===== src/rtl/calc_pkg.sv =====
// Shared keypad/BCD definitions: key codes, minus marker nibble and entry FSM states.
// Used by keypad_bcd_entry and the downstream BCD-to-sign-magnitude converter.
package calc_pkg;

    localparam logic [3:0] KEY_NEG   = 4'hA;
    localparam logic [3:0] KEY_BKSP  = 4'hB;
    localparam logic [3:0] KEY_CLR   = 4'hC;
    localparam logic [3:0] KEY_ENT   = 4'hD;
    localparam logic [3:0] BCD_MINUS = 4'hE;

    typedef enum logic [1:0] {
        ST_EMPTY = 2'd0,
        ST_ENTRY = 2'd1,
        ST_DONE  = 2'd2
    } state_t;

    function automatic logic is_digit(input logic [3:0] code);
        return code <= 4'd9;
    endfunction

endpackage


===== src/rtl/key_edge_detect.sv =====
// Two-flop rising-edge detector for a raw keypad level; the key code is captured
// alongside the first flop so it lines up with the one-cycle strobe.
module key_edge_detect (
    input  logic       clk,
    input  logic       reset_n,
    input  logic       key_level,
    input  logic [3:0] key_code_in,
    output logic       key_strobe,
    output logic [3:0] key_code_out
);

    logic lvl_q1;
    logic lvl_q2;

    always_ff @(posedge clk or negedge reset_n) begin
        if (!reset_n) begin
            lvl_q1       <= 1'b0;
            lvl_q2       <= 1'b0;
            key_code_out <= '0;
        end else begin
            lvl_q1       <= key_level;
            lvl_q2       <= lvl_q1;
            key_code_out <= key_code_in;
        end
    end

    assign key_strobe = lvl_q1 & ~lvl_q2;

endmodule


===== src/rtl/keypad_bcd_entry.sv =====
// Keypad accumulator producing a signed BCD operand word (minus marker left of MS digit).
// Define KEY_EDGE_EN to accept a raw key_valid level and act only on its rising edge.
module keypad_bcd_entry
    import calc_pkg::*;
#(
    parameter int unsigned DIGITS = 6
) (
    input  logic                  clk,
    input  logic                  reset_n,
    input  logic                  key_valid,
    input  logic [3:0]            key_code,
    output logic [4*DIGITS-1:0]   bcd_out,
    output logic [2:0]            digit_count,
    output logic                  negative,
    output logic                  entry_done,
    output logic                  key_reject
);

    localparam int unsigned W   = 4 * DIGITS;
    localparam logic [3:0]  CAP = 4'(DIGITS);

    logic         key_fire;
    logic [3:0]   key_sel;

`ifdef KEY_EDGE_EN
    key_edge_detect u_edge (
        .clk          (clk),
        .reset_n      (reset_n),
        .key_level    (key_valid),
        .key_code_in  (key_code),
        .key_strobe   (key_fire),
        .key_code_out (key_sel)
    );
`else
    assign key_fire = key_valid;
    assign key_sel  = key_code;
`endif

    state_t       st_q,   st_n;
    logic [W-1:0] dig_q,  dig_n;
    logic [2:0]   cnt_q,  cnt_n;
    logic         sign_q, sign_n;
    logic         done_n, rej_n;
    logic [W-1:0] bcd_n;
    logic [3:0]   used;
    logic         digit_fits;
    logic         neg_fits;

    // Capacity: digits plus the marker slot must fit in DIGITS nibbles.
    assign used       = {1'b0, cnt_q} + {3'b000, sign_q};
    assign digit_fits = used < CAP;
    assign neg_fits   = sign_q | ({1'b0, cnt_q} < CAP);

    always_comb begin
        st_n   = st_q;
        dig_n  = dig_q;
        cnt_n  = cnt_q;
        sign_n = sign_q;
        done_n = 1'b0;
        rej_n  = 1'b0;
        if (key_fire) begin
            if (is_digit(key_sel)) begin
                if (st_q == ST_DONE) begin
                    dig_n  = W'(key_sel);
                    cnt_n  = (key_sel != 4'd0) ? 3'd1 : 3'd0;
                    sign_n = 1'b0;
                    st_n   = (key_sel != 4'd0) ? ST_ENTRY : ST_EMPTY;
                end else if (cnt_q == 3'd0 && key_sel == 4'd0) begin
                    st_n = st_q;
                end else if (!digit_fits) begin
                    rej_n = 1'b1;
                end else begin
                    dig_n = {dig_q[W-5:0], key_sel};
                    cnt_n = cnt_q + 3'd1;
                    st_n  = ST_ENTRY;
                end
            end else begin
                case (key_sel)
                    KEY_NEG: begin
                        if (!neg_fits) begin
                            rej_n = 1'b1;
                        end else begin
                            sign_n = ~sign_q;
                            if (st_q != ST_DONE)
                                st_n = (cnt_q == 3'd0 && sign_q) ? ST_EMPTY : ST_ENTRY;
                        end
                    end
                    KEY_BKSP: begin
                        if (st_q == ST_DONE) begin
                            dig_n  = '0;
                            cnt_n  = 3'd0;
                            sign_n = 1'b0;
                            st_n   = ST_EMPTY;
                        end else if (cnt_q != 3'd0) begin
                            dig_n = {4'h0, dig_q[W-1:4]};
                            cnt_n = cnt_q - 3'd1;
                            st_n  = (cnt_q == 3'd1 && !sign_q) ? ST_EMPTY : ST_ENTRY;
                        end else begin
                            sign_n = 1'b0;
                            st_n   = ST_EMPTY;
                        end
                    end
                    KEY_CLR: begin
                        dig_n  = '0;
                        cnt_n  = 3'd0;
                        sign_n = 1'b0;
                        st_n   = ST_EMPTY;
                    end
                    KEY_ENT: begin
                        done_n = 1'b1;
                        if (st_q == ST_ENTRY)
                            st_n = ST_DONE;
                    end
                    default: st_n = st_q;
                endcase
            end
        end
    end

    always_comb begin
        bcd_n = dig_n;
        if (sign_n)
            bcd_n = dig_n | (W'(BCD_MINUS) << {cnt_n, 2'b00});
    end

    always_ff @(posedge clk or negedge reset_n) begin
        if (!reset_n) begin
            st_q       <= ST_EMPTY;
            dig_q      <= '0;
            cnt_q      <= 3'd0;
            sign_q     <= 1'b0;
            bcd_out    <= '0;
            entry_done <= 1'b0;
            key_reject <= 1'b0;
        end else begin
            st_q       <= st_n;
            dig_q      <= dig_n;
            cnt_q      <= cnt_n;
            sign_q     <= sign_n;
            bcd_out    <= bcd_n;
            entry_done <= done_n;
            key_reject <= rej_n;
        end
    end

    assign digit_count = cnt_q;
    assign negative    = sign_q;

endmodule


===== config.mk =====
export PLATFORM = sky130hd
export DESIGN_NAME = keypad_bcd_entry
export DESIGN_NICKNAME = d
export VERILOG_FILES = /design/src/rtl/calc_pkg.sv /design/src/rtl/key_edge_detect.sv /design/src/rtl/keypad_bcd_entry.sv
export SDC_FILE = /design/constraint.sdc
export NUM_CORES = 1
export LEC_CHECK = 0
export CELL_PAD_IN_SITES_DETAIL_PLACEMENT = 0
export CELL_PAD_IN_SITES_GLOBAL_PLACEMENT = 2
export CORE_MARGIN = 3
export CORE_UTILIZATION = 30
export DETAILED_ROUTE_END_ITERATION = 10
export GPL_ROUTABILITY_DRIVEN = 0
export PLACE_DENSITY_LB_ADDON = 0.1
export SYNTH_ARGS = -nofsm -noshare
export SYNTH_HDL_FRONTEND = slang
export SYNTH_HIERARCHICAL = 1
export SYNTH_SLANG_ARGS = --single-unit

===== constraint.sdc =====
create_clock -name clk -period 3.1 [get_ports clk]
set_input_delay 0.31 -clock clk [delete_from_list [all_inputs] [get_ports clk]]
set_output_delay 0.31 -clock clk [all_outputs]
set_load 0.03 [all_outputs]

==> flow_summary.json <==
{
  "worstPathArrival_ns": 2.98,
  "timing.critical_path.fanout_max": 10,
  "cts_tree": "built",
  "numCtsBuffers": 5,
  "num_rows": 33,
  "route.detailed.wl_per_inst_um": 17.4,
  "synth_top_family_by_area": "compound AO/OA/AOI/OAI gates",
  "first_pass_iters": 8,
  "postSynthCellCount": 247,
  "clk_pin_slew_worst_paths_ns": 0.09,
  "total_power_mw": 2.81,
  "ios": 37,
  "muxShareOfSynthArea_pct": 0.875,
  "cts_sinks": 50,
  "die_w_um": 98.6,
  "core_area_um2": 8260,
  "slew_violations": 0,
  "maxCapViolCount": 0,
  "fmax_mhz": 364,
  "holdWs_ns": 0.0344,
  "yosys.area_share.adder_pct": 2.43,
  "yosys.area_share.xor_xnor_pct": 0.340,
  "grt-ovfl-total": 0,
  "cp.required_ns": 3.33,
  "synth-async-reset-ratio_pct": 100,
  "final_core_util_pct": 38.3,
  "clkLatencyLatePin_ns": 0.30,
  "clockBufferDepth": 2,
  "synth_area_leaders": "dfrtp_1 (49%), a222oi_1 (4.7%), a22o_1 (4.1%)",
  "critPathKind": "flop to flop",
  "die_h_um": 98.6,
  "fin_worst_skew_ns": 0.00407,
  "end_kind": "flop",
  "nets": 299,
  "synth-main-ff-cell": "dfrtp_1",
  "yosys.area_share.simple_pct": 13.3,
  "antenna_found_initial": 0,
  "cellLeakagePower_nw": 1.40,
  "synth-seq-cells": 50,
  "start_util_pct": 31.2,
  "slew_headroom_pct": 55.1,
  "worst_pin_slew_ns": 0.673,
  "synth_area_per_cell_um2": 10.4,
  "powerDensity_nw_per_um2": 889,
  "vias": 2101,
  "route.detailed.drc": 0,
  "ys_types": 54,
  "syn_to_final_growth_pct": 22.8,
  "place_hpwl_mm": 5.02,
  "syn-num-nets": 259,
  "synth_edf_count": 0,
  "finalCriticalPeriod_ns": 2.75,
  "grt_max_degree": 32,
  "yosysTopAreaCellShare_pct": 48.6,
  "seq_area_frac_synth_pct": 48.6,
  "die_area_um2": 9730,
  "finalWirelength_mm": 6.84,
  "num_antenna_cells": 0,
  "syn_area_um2": 2570,
  "status": "finished, final reports clean",
  "grt_pass1_wl_mm": 11.4,
  "synth-compound-area-share_pct": 27.6,
  "cts_max_level": 2,
  "critPathLaunchType": "flop",
  "fin_setup_tns_ns": 0,
  "drive_gt1_share_pct": 12.8,
  "setup_violations": 0,
  "drt.antenna.violating_nets": 0,
  "vias_per_cell": 5.35,
  "synth_largest_area_cell": "dfrtp_1",
  "fin_crit_sh_pct": 88.6,
  "port_buffers": 36,
  "ys.warnings.count": 6,
  "grt_setup_unrepaired": "false",
  "grt_usage_pct": 14.6,
  "hold_class": "primary input to async pin",
  "hold_viol": 0,
  "cts_hold_buf": 0,
  "root_buffer": "clkbuf_8",
  "peakVddDrop_mv": 0.300,
  "drt_iter0_markers": 121,
  "grt_pass1_vias": 2116
}
-- synthesized netlist by cell type, drive strengths merged, types with 2 or more instances --
cell,count
or2,2
nor2,7
and3,2
o21a,3
a211oi,4
dfrtp,50
a222oi,12
a21o,2
nand2,16
ha,5
a22oi,4
a22o,12
nor4,3
o21ai,22
nor2b,5
nand2b,5
o211ai,4
and4,2
a32o,2
mux2,2
inv,18
nor3b,2
clkbuf,5
buf,14
and2,4
o31ai,2
o2bb2ai,3
o21bai,9
a21oi,9
-- logic make-up after synthesis --
logic type | after synthesis
flops | 50
xor+xnor | 1
fa+ha+maj | 5
mux | 2
compound gates | 94
simple gates | 58
buf+inv | 37
-- worst max-delay path: stages (launching register included) --
cell	delay (ns)
dfrtp_1	0.53
ha_1	0.30
xor2_1	0.16
a22o_1	0.28
buf_4	0.16
or2_1	0.26
o211ai_1	0.20
or4b_1	0.60
o21bai_1	0.18
-- sequential cells by signal, indices dropped and copies added (netlist names) --
| signal | cells |
|---|---|
| key_reject | 1 |
| dig_q | 24 |
| digit_count | 3 |
| bcd_out | 18 |
| entry_done | 1 |
| negative | 1 |
| st_q | 2 |
-- stage by stage --
step	cells	area, um^2	setup slack [ns]
floorplan	247	2570	0.488
global placement	385	3070	0.165
detailed placement	385	3070	0.181
CTS	393	3160	0.273
global route	393	3160	0.175
finish	393	3160	0.353
-- where the power goes --
part / leakage [nW] / internal, mW / switching [mW]
Combinational: 0.694 / 0.585 / 0.800
Sequential: 0.660 / 0.876 / 0.172
Clock: 0.0441 / 0.159 / 0.218
Total: 1.40 / 1.62 / 1.19
-- metal layers --
layer	GRT usage, %	share of wire (%)
met5	0	0
met4	3.15	0.61
met3	2.41	3.9
met2	22.8	47
met1	21.3	49
-- timing repair --
action | in CTS | in global routing
buffers inserted | 0 | 0
gates resized for setup | 0 | 1
endpoints found under the setup margin | 0 | 1
-- cells in the final DEF (no fill, tap or decap), types with 4 or more instances in the layout --
master,n
a21oi_1,9
a222oi_1,12
a22o_1,12
a22oi_1,4
and2_1,4
buf_4,16
clkbuf_8,5
clkdlybuf4s50_1,35
dfrtp_1,50
ha_1,5
inv_1,17
nand2_1,16
nand2b_1,5
nor2_1,7
nor2b_1,5
o21ai_0,13
o21ai_1,8
o21bai_1,9
-- final timing paths --
| kind | cells past startpoint | slack [ns] | startpoint | to |
|---|---|---|---|---|
| worst max-delay path | 8 | 0.35 | digit_count[1] | bcd_out[22] |
| worst min-delay path | 1 | 0.03 | reset_n | entry_done |
| worst max register to register | 8 | 0.35 | digit_count[1] | bcd_out[22] |
| worst min register to register | 1 | 0.54 | dig_q[22] | dig_q[22] |
| max in group asynchronous | 2 | 2.33 | reset_n | dig_q[17] |
| min in group clk | 1 | 0.54 | dig_q[22] | dig_q[22] |
-- area by class of cell --
type,count,area [um^2]
Inverter,18,67.6
Tap cell,105,131
Fill cell,847,5100
Timing Repair Buffer,52,475
Clock inverter,3,21.3
Sequential cell,50,1250
Clock buffer,5,68.8
Multi-Input combinational cell,160,1150
Power figures use the tool's default switching activity.
